===== src/rtl/vga_pkg.sv =====
// Shared widths and the write-buffer entry layout for the VGA tile RAM path.
package vga_pkg;

  localparam int unsigned VGA_ROW_W  = 4;
  localparam int unsigned VGA_COL_W  = 5;
  localparam int unsigned VGA_ADDR_W = 9;
  localparam int unsigned VGA_DATA_W = 32;

  typedef struct packed {
    logic [VGA_ROW_W-1:0]  row;
    logic [VGA_COL_W-1:0]  col;
    logic [VGA_DATA_W-1:0] data;
  } vga_wr_entry_t;

  localparam int unsigned VGA_WR_W = $bits(vga_wr_entry_t);

endpackage


===== src/rtl/vga_wr_fifo.sv =====
// Synchronous first-word-fall-through FIFO; push and pop together when full is legal.
module vga_wr_fifo #(
  parameter int unsigned DEPTH = 4,
  parameter int unsigned WIDTH = 41,
  localparam int unsigned PTR_W = $clog2(DEPTH),
  localparam int unsigned LVL_W = PTR_W + 1
) (
  input  logic             clk,
  input  logic             rst_n,
  input  logic             push,
  input  logic             pop,
  input  logic [WIDTH-1:0] din,
  output logic [WIDTH-1:0] dout,
  output logic [LVL_W-1:0] level
);

  logic [WIDTH-1:0] mem_q [DEPTH];
  logic [PTR_W-1:0] wr_ptr_q, wr_ptr_d;
  logic [PTR_W-1:0] rd_ptr_q, rd_ptr_d;
  logic [LVL_W-1:0] level_q, level_d;

  always_comb begin
    wr_ptr_d = wr_ptr_q;
    rd_ptr_d = rd_ptr_q;
    level_d  = level_q;
    if (push) wr_ptr_d = wr_ptr_q + PTR_W'(1);
    if (pop)  rd_ptr_d = rd_ptr_q + PTR_W'(1);
    case ({push, pop})
      2'b10:   level_d = level_q + LVL_W'(1);
      2'b01:   level_d = level_q - LVL_W'(1);
      default: level_d = level_q;
    endcase
  end

  always_ff @(posedge clk or negedge rst_n) begin
    if (!rst_n) begin
      wr_ptr_q <= '0;
      rd_ptr_q <= '0;
      level_q  <= '0;
    end else begin
      wr_ptr_q <= wr_ptr_d;
      rd_ptr_q <= rd_ptr_d;
      level_q  <= level_d;
    end
  end

  // Storage needs no reset: an empty level makes every slot unreachable.
  always_ff @(posedge clk) begin
    if (push) mem_q[wr_ptr_q] <= din;
  end

  assign dout  = mem_q[rd_ptr_q];
  assign level = level_q;

endmodule


===== src/rtl/vga_buf_arbiter.sv =====
// Arbitrates the single-port tile RAM between buffered bus writes and display reads,
// with read priority bounded by a write-starvation guard.
module vga_buf_arbiter
  import vga_pkg::*;
#(
  parameter int unsigned FIFO_DEPTH = 4,
  parameter int unsigned STARVE_MAX = 15
) (
  input  logic        HCLK,
  input  logic        HRESETn,
  input  logic        vga_ctrl_en,
  input  logic [3:0]  vga_addr_v,
  input  logic [4:0]  vga_addr_h,
  input  logic [31:0] vga_ctrl,
  input  logic        disp_req,
  input  logic [3:0]  disp_addr_v,
  input  logic [4:0]  disp_addr_h,
  output logic        disp_valid,
  output logic [31:0] disp_rdata,
  output logic        disp_miss,
  output logic        ram_en,
  output logic        ram_we,
  output logic [8:0]  ram_addr,
  output logic [31:0] ram_wdata,
  input  logic [31:0] ram_rdata,
  output logic [2:0]  fifo_level,
  output logic        ovf_flag,
  input  logic        ovf_clr,
  output logic [7:0]  miss_cnt
);

  localparam int unsigned LVL_W = $clog2(FIFO_DEPTH) + 1;

  vga_wr_entry_t   wr_entry, head;
  logic [LVL_W-1:0] level;
  logic             fifo_nempty, forced, gnt_rd, gnt_wr, push, pop, drop;

  logic [7:0]            starve_q, starve_d;
  logic                  ram_en_q, ram_en_d;
  logic                  ram_we_q, ram_we_d;
  logic [VGA_ADDR_W-1:0] ram_addr_q, ram_addr_d;
  logic [VGA_DATA_W-1:0] ram_wdata_q, ram_wdata_d;
  logic                  disp_valid_q, disp_valid_d;
  logic                  miss_s1_q, miss_s1_d;
  logic                  disp_miss_q, disp_miss_d;
  logic [7:0]            miss_cnt_q, miss_cnt_d;
  logic                  ovf_q, ovf_d;

  assign wr_entry = '{row: vga_addr_v, col: vga_addr_h, data: vga_ctrl};

  vga_wr_fifo #(
    .DEPTH (FIFO_DEPTH),
    .WIDTH (VGA_WR_W)
  ) u_wr_fifo (
    .clk   (HCLK),
    .rst_n (HRESETn),
    .push  (push),
    .pop   (pop),
    .din   (wr_entry),
    .dout  (head),
    .level (level)
  );

  // Grant priority: forced write, display read, opportunistic write, idle.
  always_comb begin
    fifo_nempty = (level != '0);
    forced      = fifo_nempty && (starve_q == 8'(STARVE_MAX));
    gnt_wr      = forced || (fifo_nempty && !disp_req);
    gnt_rd      = disp_req && !forced;
    pop         = gnt_wr;
    push        = vga_ctrl_en && ((level < LVL_W'(FIFO_DEPTH)) || pop);
    drop        = vga_ctrl_en && !push;
  end

  always_comb begin
    starve_d     = starve_q;
    ram_en_d     = gnt_rd || gnt_wr;
    ram_we_d     = gnt_wr;
    ram_addr_d   = ram_addr_q;
    ram_wdata_d  = ram_wdata_q;
    disp_valid_d = ram_en_q && !ram_we_q;
    miss_s1_d    = forced && disp_req;
    disp_miss_d  = miss_s1_q;
    miss_cnt_d   = miss_cnt_q;
    ovf_d        = ovf_q;

    if (gnt_wr || !fifo_nempty)              starve_d = '0;
    else if (starve_q < 8'(STARVE_MAX))      starve_d = starve_q + 8'd1;

    if (gnt_wr) begin
      ram_addr_d  = {head.row, head.col};
      ram_wdata_d = head.data;
    end else if (gnt_rd) begin
      ram_addr_d  = {disp_addr_v, disp_addr_h};
    end

    // Count rises together with the visible miss pulse.
    if (ovf_clr)                                  miss_cnt_d = '0;
    else if (miss_s1_q && (miss_cnt_q != 8'hFF))  miss_cnt_d = miss_cnt_q + 8'd1;

    if (drop)         ovf_d = 1'b1;
    else if (ovf_clr) ovf_d = 1'b0;
  end

  always_ff @(posedge HCLK or negedge HRESETn) begin
    if (!HRESETn) begin
      starve_q     <= '0;
      ram_en_q     <= 1'b0;
      ram_we_q     <= 1'b0;
      ram_addr_q   <= '0;
      ram_wdata_q  <= '0;
      disp_valid_q <= 1'b0;
      miss_s1_q    <= 1'b0;
      disp_miss_q  <= 1'b0;
      miss_cnt_q   <= '0;
      ovf_q        <= 1'b0;
    end else begin
      starve_q     <= starve_d;
      ram_en_q     <= ram_en_d;
      ram_we_q     <= ram_we_d;
      ram_addr_q   <= ram_addr_d;
      ram_wdata_q  <= ram_wdata_d;
      disp_valid_q <= disp_valid_d;
      miss_s1_q    <= miss_s1_d;
      disp_miss_q  <= disp_miss_d;
      miss_cnt_q   <= miss_cnt_d;
      ovf_q        <= ovf_d;
    end
  end

  assign ram_en     = ram_en_q;
  assign ram_we     = ram_we_q;
  assign ram_addr   = ram_addr_q;
  assign ram_wdata  = ram_wdata_q;
  assign disp_valid = disp_valid_q;
  assign disp_rdata = ram_rdata;
  assign disp_miss  = disp_miss_q;
  assign miss_cnt   = miss_cnt_q;
  assign ovf_flag   = ovf_q;
  assign fifo_level = 3'(level);

endmodule


===== config.mk =====
export PLATFORM = sky130hd
export DESIGN_NAME = vga_buf_arbiter
export DESIGN_NICKNAME = d
export VERILOG_FILES = /design/src/rtl/vga_pkg.sv /design/src/rtl/vga_wr_fifo.sv /design/src/rtl/vga_buf_arbiter.sv
export SDC_FILE = /design/constraint.sdc
export NUM_CORES = 1
export LEC_CHECK = 0
export CORE_MARGIN = 4
export CORE_UTILIZATION = 56
export CTS_BUF_LIST = sky130_fd_sc_hd__clkbuf_8 sky130_fd_sc_hd__clkbuf_16
export CTS_CLUSTER_DIAMETER = 60
export DETAILED_ROUTE_END_ITERATION = 16
export PLACE_DENSITY_LB_ADDON = 0.15
export SYNTH_ARGS = -nofsm -noshare
export SYNTH_HDL_FRONTEND = slang
export SYNTH_SLANG_ARGS = --single-unit

===== constraint.sdc =====
create_clock -name HCLK -period 8.2 [get_ports HCLK]
set_clock_uncertainty 0.2 [all_clocks]
set_input_delay 2.46 -clock HCLK [delete_from_list [all_inputs] [get_ports HCLK]]
set_output_delay 2.46 -clock HCLK [all_outputs]
set_load 0.03 [all_outputs]

==> flow_summary.ini, run 1 <==
[synth]
synth-async-reset-ratio_pct = 29.9
ys.flop_type = edfxtp_1
yosysMostFrequentCell = edfxtp_1
avgSynthCellArea_sq_um = 18.8
synth_warnings = 0
synth_area_leaders = edfxtp_1 (53%), dfrtp_1 (19%), mux4_2 (9.9%), mux2_4 (4.7%), buf_4 (2.6%)
ys_seq_area_share_pct = 71.5
yosysTopAreaCellShare_pct = 52.8
synth_top_area_cell = edfxtp_1
synth_cell_types = 42
syn_area_sq_mm = 0.00934
synth_fp_nets = 592
synth_common_cells = edfxtp_1 (164), dfrtp_1 (70), mux4_2 (41), buf_4 (32), mux2_4 (29)
syn_inst = 497
synth_edf_count = 164
ys_ff_latch = 234

[clock_network]
clk_latency_ps = 510
cts_buffers = 24
cts_tree = done
cts.sinks = 234
clockRootBuffer = clkbuf_16
clock_path_buffers = 3
ctsHoldBuffers = 0
clk_pin_slew_ps = 60
cts_setup_buffers = 0
htree_levels = 1
cts-resized-gates = 0

[timing]
fmax_mhz = 195
slew_headroom_pct = 22.1
min_period_ps = 5120
grt_setup_unrepaired = false
worst_pin_slew_ps = 1170
tns_ps = 0
hold_viol = 0
report.final.slew_viol_count = 0
min_period_over_period_pct = 62.5
setup_viol = 0

[job]
drv_cap = 0

[floorplan]
die_area_sq_mm = 0.0188
design.core.area_sq_mm = 0.0161
fp.dieW_um = 137
std_cell_rows = 46
dieHeight_um = 137
start_util_pct = 57.9
io_pins = 176

[place]
io_buffers = 111
routabilityCongestion = 0.796
dp_hpwl_mm = 9.72

[final_layout]
syn_to_final_growth_pct = 20.2
final_layout_size_suffix_gt1_share_pct = 22.7
nNetsFinal = 676
diodes = 0
fin_util_pct = 69.6
n_fill_cell = 1041

[worst_setup_path]
worstReg2RegStart = starve_q[5]
worstPathRequired_ps = 5540
crit_path_start_kind = primary input
cp.arrival_ps = 2460
reg2reg_depth = 4
end_kind = output port
path_class = in2out
reg2reg_slack_ps = 5060
regToRegEndpoint = u_wr_fifo.mem_q[2][37]
crit_fanout = 1

[pwr]
max-vdd-ir-drop_mv = 0.266
leakage_uw = 0.00411
power.density_mw_per_mm2 = 367

[worst_hold_path]
hold_class = reg2reg
hold-path-endpoint = disp_valid
hold_path_startpoint = ram_we
worstHoldPathCells = 1

[route]
dr.pass1.iters = 4
wl_mm = 16.6
drc = 0
postRouteAntennaNets = 0
vias_per_cell = 5.63
drt_iter0_markers = 184
wl_per_cell_um = 20.4
vias = 4587

[global_route]
grt_usage_pct = 18.2
grt_max_degree = 71
grt_pass1_vias = 4811
grt_pass1_wl_mm = 26.3
antenna_found_initial = 1
gr-total-overflow = 0

[status]
run_status = complete, no violations
==> metrics by stage <==
stage                     std cells  instance area (sq um)  power, uW  hold WS, ps  worst slack [ps]
after detailed placement        771                  10400       3020          240              2620
after floorplan                 497                   9340       2610          232              2940
after CTS                       815                  11200       4180          249              3080
after global placement          771                  10400       2990          231              2710
after global routing            815                  11200       4320          264              2930
final                           815                  11200       4120          242              3080
==> power by group <==
part	switching (uW)	internal [uW]	total [uW]
logic	559	636	1200
clock network	444	697	1140
registers	227	1550	1780
total	1230	2890	4120
==> flip-flops by register name (all words and copies together) (netlist names) <==
name	flops
u_wr_fifo.wr_ptr_q	2
u_wr_fifo.level	3
starve_q	8
disp_valid	1
u_wr_fifo.rd_ptr_q	2
ram_we	1
disp_miss	1
u_wr_fifo.mem_q	164
ram_en	1
ram_addr	9
ram_wdata	32
ovf_flag	1
miss_cnt	8
disp_miss_d	1
==> kinds of logic after synthesis <==
kind of cell | Yosys count | synth area share (%)
mux | 76 | 15.3
simple gates | 73 | 4.05
flops | 234 | 71.5
fa+ha+maj | 8 | 1.15
xor+xnor | 11 | 1.03
buf+inv | 62 | 4.18
compound gates | 33 | 2.81
==> layout make-up <==
cell class	count	area, sq um	area share, %
clock buffers	24	601	5.35
clock inverters	20	249	2.22
inverters	9	33.8	0.301
multi-input cells	201	2270	20.3
flip-flops and latches	234	6680	59.6
well taps	216	270	2.41
repair buffers	111	1110	9.88
==> layer usage <==
metal  vias up  wire (um)  GRT usage [%]
met3        46       1260           4.19
met5         -          7              0
met4         2        367           4.55
li1       2050          -              -
met1      2337       6860           24.6
met2       152       8130           30.3
==> layout by cell type (no fill, tap or decap), types with 4 or more instances in the layout <==
cell,instances
nand3_1,5
a21oi_1,13
o221a_2,9
edfxtp_1,164
and3_1,4
mux4_2,41
nand2_1,27
inv_1,10
and2_2,4
xnor2_1,5
mux2_4,29
xor2_1,6
mux2_2,4
o21ai_0,4
ha_1,7
clkinvlp_4,4
bufinv_16,5
nor2_1,12
clkinv_2,4
dfrtp_1,68
clkbuf_16,24
clkdlybuf4s50_1,110
==> worst max-delay path by stage <==
| stage | from | endpoint | slack (ps) | cells after the start |
|---|---|---|---|---|
| 3_3_place_gp | disp_req | u_wr_fifo.level[2] | 2710 | 10 |
| 5_1_grt | disp_req | u_wr_fifo.level[1] | 2930 | 8 |
| 3_5_place_dp | disp_req | u_wr_fifo.level[1] | 2620 | 8 |
| 4_1_cts | ram_rdata[17] | disp_rdata[17] | 3080 | 0 |
| 2_1_floorplan | ram_rdata[0] | disp_rdata[0] | 2940 | 1 |
| 6_report | ram_rdata[17] | disp_rdata[17] | 3080 | 0 |
No activity file was read; power rests on OpenSTA's default activity.
==> inputs of run 2 (changes only) <==
--- a/config.mk
+++ b/config.mk
@@ -6,7 +6,7 @@
 export NUM_CORES = 1
 export LEC_CHECK = 0
 export CORE_MARGIN = 4
-export CORE_UTILIZATION = 56
+export CORE_UTILIZATION = 52
 export CTS_BUF_LIST = sky130_fd_sc_hd__clkbuf_8 sky130_fd_sc_hd__clkbuf_16
 export CTS_CLUSTER_DIAMETER = 60
 export DETAILED_ROUTE_END_ITERATION = 16
==> constraint.sdc (replaced) <==
create_clock -name HCLK -period 4.85 [get_ports HCLK]
set_clock_uncertainty 0.2 [all_clocks]
set_input_delay 1.455 -clock HCLK [delete_from_list [all_inputs] [get_ports HCLK]]
set_output_delay 1.455 -clock HCLK [all_outputs]
set_load 0.03 [all_outputs]
==> flow_summary.ini, run 2 (same netlist as run 1, synthesis figures left out) <==
[status]
run_status = complete, no violations

[final_layout]
regMostFlops = u_wr_fifo.mem_q
largest_reg_flops = 164
final_layout_size_suffix_gt1_share_pct = 22.5
layout_commonest_cell = edfxtp_1
syn_to_final_growth_pct = 20.2
diodes = 0
n_fill_cell = 1230
layout_common_cells = edfxtp_1 (164), clkdlybuf4s50_1 (110), dfrtp_1 (68)
nNetsFinal = 682

[pwr]
power_switching_uw = 2040
leakage_uw = 0.00416
pwr-share-clk_pct = 26.5
power_frac_seq_pct = 43.8
power_frac_comb_pct = 29.7
swShare_pct = 29.7
intPower_uw = 4830
p_total_uw = 6870
max-vdd-ir-drop_mv = 0.369
power.density_mw_per_mm2 = 612

[worst_setup_path]
path_class = reg2out
cp_slowest_stage_delay_ps = 720
reg2reg_slack_ps = 1990
crit_fanout = 9
cp.arrival_ps = 1710
end_kind = output port
crit_path_start_kind = flop
cp_slowest_cell = clkdlybuf4s50_1
regToRegEndpoint = u_wr_fifo.mem_q[1][9]
cp_num_buf_inv = 1
cp_top_family = buffers and inverters
worstPathRequired_ps = 3190
reg2reg_depth = 5
crit_chain = clkdlybuf4s50_1
worstReg2RegStart = starve_q[5]

[global_route]
grt_usage_pct = 17.1
grt_max_degree = 71
gr-total-overflow = 0
grt_pass1_wl_mm = 27.2
grt_pass1_vias = 5022
antenna_found_initial = 0

[floorplan]
dieHeight_um = 142
start_util_pct = 53.6
die_area_sq_mm = 0.0202
design.core.area_sq_mm = 0.0174
std_cell_rows = 48
fp.dieW_um = 142
io_pins = 176

[timing]
hold_viol = 0
min_period_ps = 3370
grt_setup_unrepaired = false
tns_ps = 0
setup_viol = 0
worst_pin_slew_ps = 1140
fin_hold_ws_ps = 258
min_period_over_period_pct = 69.4
report.final.slew_viol_count = 0
fmax_mhz = 297
setup_ws_ps = 1480
slew_headroom_pct = 23.6

[clock_network]
cts_setup_buffers = 0
cts-resized-gates = 0
clock_path_buffers = 3
clk_latency_ps = 500
cts_tree = done
htree_levels = 1
cts_buffers = 24
ctsHoldBuffers = 0
clk_pin_slew_ps = 60
cts.sinks = 234
clockRootBuffer = clkbuf_16

[route]
dr.pass1.iters = 4
postRouteAntennaNets = 0
wl_mm = 16.8
wl_per_cell_um = 20.3
drc = 0
vias = 4568
vias_per_cell = 5.50
drt_iter0_markers = 295

[place]
place_ws_ps = 1120
routabilityCongestion = 0.701
dp_hpwl_mm = 9.94
io_buffers = 111

[worst_hold_path]
worstHoldPathCells = 1
hold_class = reg2reg
hold_path_startpoint = ram_we
hold-path-endpoint = disp_valid

[job]
drv_cap = 0
[run 2: cell count changes in the layout (fill, tap and decap cells not counted), moves of 2 or more]
| cell | previous run | this run |
|---|---|---|
| inv_1 | 10 | 17 |
| bufinv_16 | 5 | 3 |
| clkinvlp_4 | 4 | 0 |
| buf_4 | 1 | 7 |
| clkbuf_8 | 0 | 2 |
[run 2: cell type report]
type | count | area, sq um | area share [%]
well taps | 225 | 282 | 2.51
clock inverters | 17 | 148 | 1.32
repair buffers | 117 | 1150 | 10.3
inverters | 9 | 33.8 | 0.301
clock buffers | 27 | 653 | 5.82
flip-flops and latches | 234 | 6680 | 59.5
multi-input cells | 201 | 2270 | 20.3
[run 2: worst reg2reg max path: stages (launching register included)]
cell and delay [ps]:
dfrtp_1 390, or4_4 570, or2_4 300, a31oi_4 300
and2_2 200, buf_4 520
[run 2: worst max-delay path by stage]
stage,start,slack (ps),end,cells past startpoint
floorplan,disp_req,1340,u_wr_fifo.mem_q[0][0],3
global placement,disp_req,1150,u_wr_fifo.level[2],10
detailed placement,disp_req,1120,u_wr_fifo.level[2],10
CTS,miss_cnt[3],1460,miss_cnt[3],1
global route,u_wr_fifo.level[2],1430,fifo_level[2],1
finish,miss_cnt[3],1480,miss_cnt[3],1
[run 2: metrics by stage]
step | instances | util [%] | cell area [sq um]
2_1_floorplan | 497 | - | 9340
3_3_place_gp | 786 | 59.8 | 10400
3_5_place_dp | 786 | 59.8 | 10400
4_1_cts | 830 | 64.4 | 11200
5_1_grt | 830 | 64.4 | 11200
6_report | 830 | 64.4 | 11200
[run 2: power by group through the flow]
stage | logic (uW) | clock network, uW | registers, uW
finish | 2040 | 1820 | 3010
global route | 2190 | 1950 | 3080
CTS | 2080 | 1870 | 3020
detailed placement | 2070 | 0 | 3060
global placement | 2040 | 0 | 3050
floorplan | 1230 | 0 | 3190
[run 2: metal layers]
| layer | global-route usage, % | wire length (um) |
|---|---|---|
| met3 | 3.49 | 995 |
| met4 | 4.24 | 317 |
| met2 | 29.0 | 8440 |
| met1 | 22.9 | 7070 |
| met5 | 0 | 0 |
==> inputs of run 3 (changes only) <==
--- a/config.mk
+++ b/config.mk
@@ -6,7 +6,7 @@
 export NUM_CORES = 1
 export LEC_CHECK = 0
 export CORE_MARGIN = 4
-export CORE_UTILIZATION = 52
+export CORE_UTILIZATION = 47
 export CTS_BUF_LIST = sky130_fd_sc_hd__clkbuf_8 sky130_fd_sc_hd__clkbuf_16
 export CTS_CLUSTER_DIAMETER = 60
 export DETAILED_ROUTE_END_ITERATION = 16
==> constraint.sdc (replaced) <==
create_clock -name HCLK -period 3 [get_ports HCLK]
set_clock_uncertainty 0.2 [all_clocks]
set_input_delay 0.9 -clock HCLK [delete_from_list [all_inputs] [get_ports HCLK]]
set_output_delay 0.9 -clock HCLK [all_outputs]
set_load 0.03 [all_outputs]
==> flow_summary.ini, run 3 (same netlist as run 1, synthesis figures left out) <==
[worst_setup_path]
cp.arrival_ps = 1700
cp_slowest_cell = clkdlybuf4s50_1
worstPathRequired_ps = 1900
path_class = reg2out
reg2reg_depth = 8
crit_path_start_kind = flop
crit_fanout = 9
crit_chain = clkdlybuf4s50_1
worst-path-stages = 1
cp_slowest_stage_delay_ps = 720
end_kind = output port
cp_top_family = buffers and inverters
cp_num_buf_inv = 1

[global_route]
antenna_found_initial = 1
grt_pass1_vias = 5039
grt_max_degree = 28
gr-total-overflow = 0
grt_usage_pct = 15.9
grt_pass1_wl_mm = 27.7

[clock_network]
htree_levels = 1
cts-resized-gates = 0
clk_pin_slew_ps = 60
clockRootBuffer = clkbuf_16
cts_setup_buffers = 0
cts_tree = done
clock_path_buffers = 3
clk_latency_ps = 510
ctsHoldBuffers = 0
cts.sinks = 234
cts_buffers = 24

[final_layout]
syn_to_final_growth_pct = 23.8
layout.cells.non_filler = 884
n_fill_cell = 1467
diodes = 0
layout_commonest_cell = edfxtp_1
layout_common_cells = edfxtp_1 (164), clkdlybuf4s50_1 (110), dfrtp_1 (68)
nNetsFinal = 697
regMostFlops = u_wr_fifo.mem_q
final_layout_size_suffix_gt1_share_pct = 25.5
largest_reg_flops = 164

[place]
io_buffers = 111
routabilityCongestion = 0.807
place_ws_ps = -62.1
dp.cells = 841
dp_hpwl_mm = 11.1

[floorplan]
std_cell_rows = 51
start_util_pct = 47.8
dieHeight_um = 149
design.core.area_sq_mm = 0.0195
io_pins = 176
fp.dieW_um = 149
die_area_sq_mm = 0.0222

[route]
wl_mm = 17.3
drt_iter0_markers = 250
wl_per_cell_um = 19.5
postRouteAntennaNets = 0
vias_per_cell = 5.18
vias = 4582
drc = 0
dr.pass1.iters = 4

[timing]
worst_pin_slew_ps = 942
min_period_over_period_pct = 93.4
report.final.slew_viol_count = 0
grt_setup_unrepaired = false
slew_headroom_pct = 36.7
min_period_ps = 2800
fmax_mhz = 357
setup_viol = 0
setup_ws_ps = 199
hold_viol = 0

[worst_hold_path]
hold_class = in2async

[job]
drv_cap = 0

[pwr]
leakage_uw = 0.00425
power.density_mw_per_mm2 = 993
p_total_uw = 11500
max-vdd-ir-drop_mv = 0.598

[status]
run_status = complete, no violations
[run 3: cell types whose count changed in the layout (fill, tap and decap cells not counted)]
| cell | before | now |
|---|---|---|
| clkbuf_8 | 2 | 1 |
| bufinv_16 | 3 | 5 |
| buf_12 | 0 | 10 |
| clkinvlp_4 | 0 | 2 |
| clkbuf_16 | 25 | 24 |
| clkinv_4 | 0 | 1 |
| clkinv_2 | 4 | 7 |
| inv_1 | 17 | 9 |
| clkinv_8 | 0 | 1 |
| buf_4 | 7 | 12 |
[run 3: path summary, 6_finish.rpt]
path / slack (ps) / endpoint / startpoint
worst max-delay path: 200 / miss_cnt[3] / miss_cnt[3]
min in group HCLK: 280 / disp_valid / ram_we
worst min register to register: 280 / disp_valid / ram_we
worst min-delay path: 110 / ram_wdata[5] / HRESETn
worst max register to register: 380 / u_wr_fifo.level[1] / starve_q[5]
max in group asynchronous: 1790 / ram_wdata[25] / HRESETn
[run 3: worst register-to-register path: cells and delay by family, from the launching register on]
family                   cells  cell delay, ps
AND/OR/NAND/NOR              2             880
flip-flops                   1             390
adder cells (fa/ha/maj)      2             600
buffers and inverters        2             130
AO/OA/AOI/OAI                2             360
[run 3: cell type report]
cell class	count	area [sq um]	share of cell area [%]
clock buffer	25	614	5.31
clock inverter	18	233	2.01
inverter	9	33.8	0.292
multi-input combinational	201	2270	19.7
sequential	234	6680	57.8
tap	265	332	2.87
timing repair buffer	132	1390	12.0
[run 3: per-layer routing]
metal | GRT usage (%) | wire, um | vias to the layer above
li1 | - | - | 2093
met3 | 3.86 | 1140 | 29
met2 | 26.0 | 8390 | 144
met5 | 0 | 13 | -
met1 | 21.9 | 7450 | 2314
met4 | 3.57 | 282 | 2
[run 3: report_power, final]
group / leakage [uW] / internal [uW] / total (uW) / switching [uW]
combinational: 0.00149 / 1910 / 3690 / 1780
sequential: 0.00235 / 4240 / 4680 / 442
clock: 0.000415 / 1920 / 3110 / 1190
total: 0.00425 / 8070 / 11500 / 3410
[run 3: stage by stage]
step	util (%)	setup TNS [ps]	cell area (sq um)	hold slack (ps)
floorplan	-	0	9340	232
global placement	54.9	-11.3	10700	237
global route	59.2	0	11600	119
CTS	59.2	0	11600	103
finish	59.2	0	11600	105
detailed placement	54.9	-62.1	10700	276
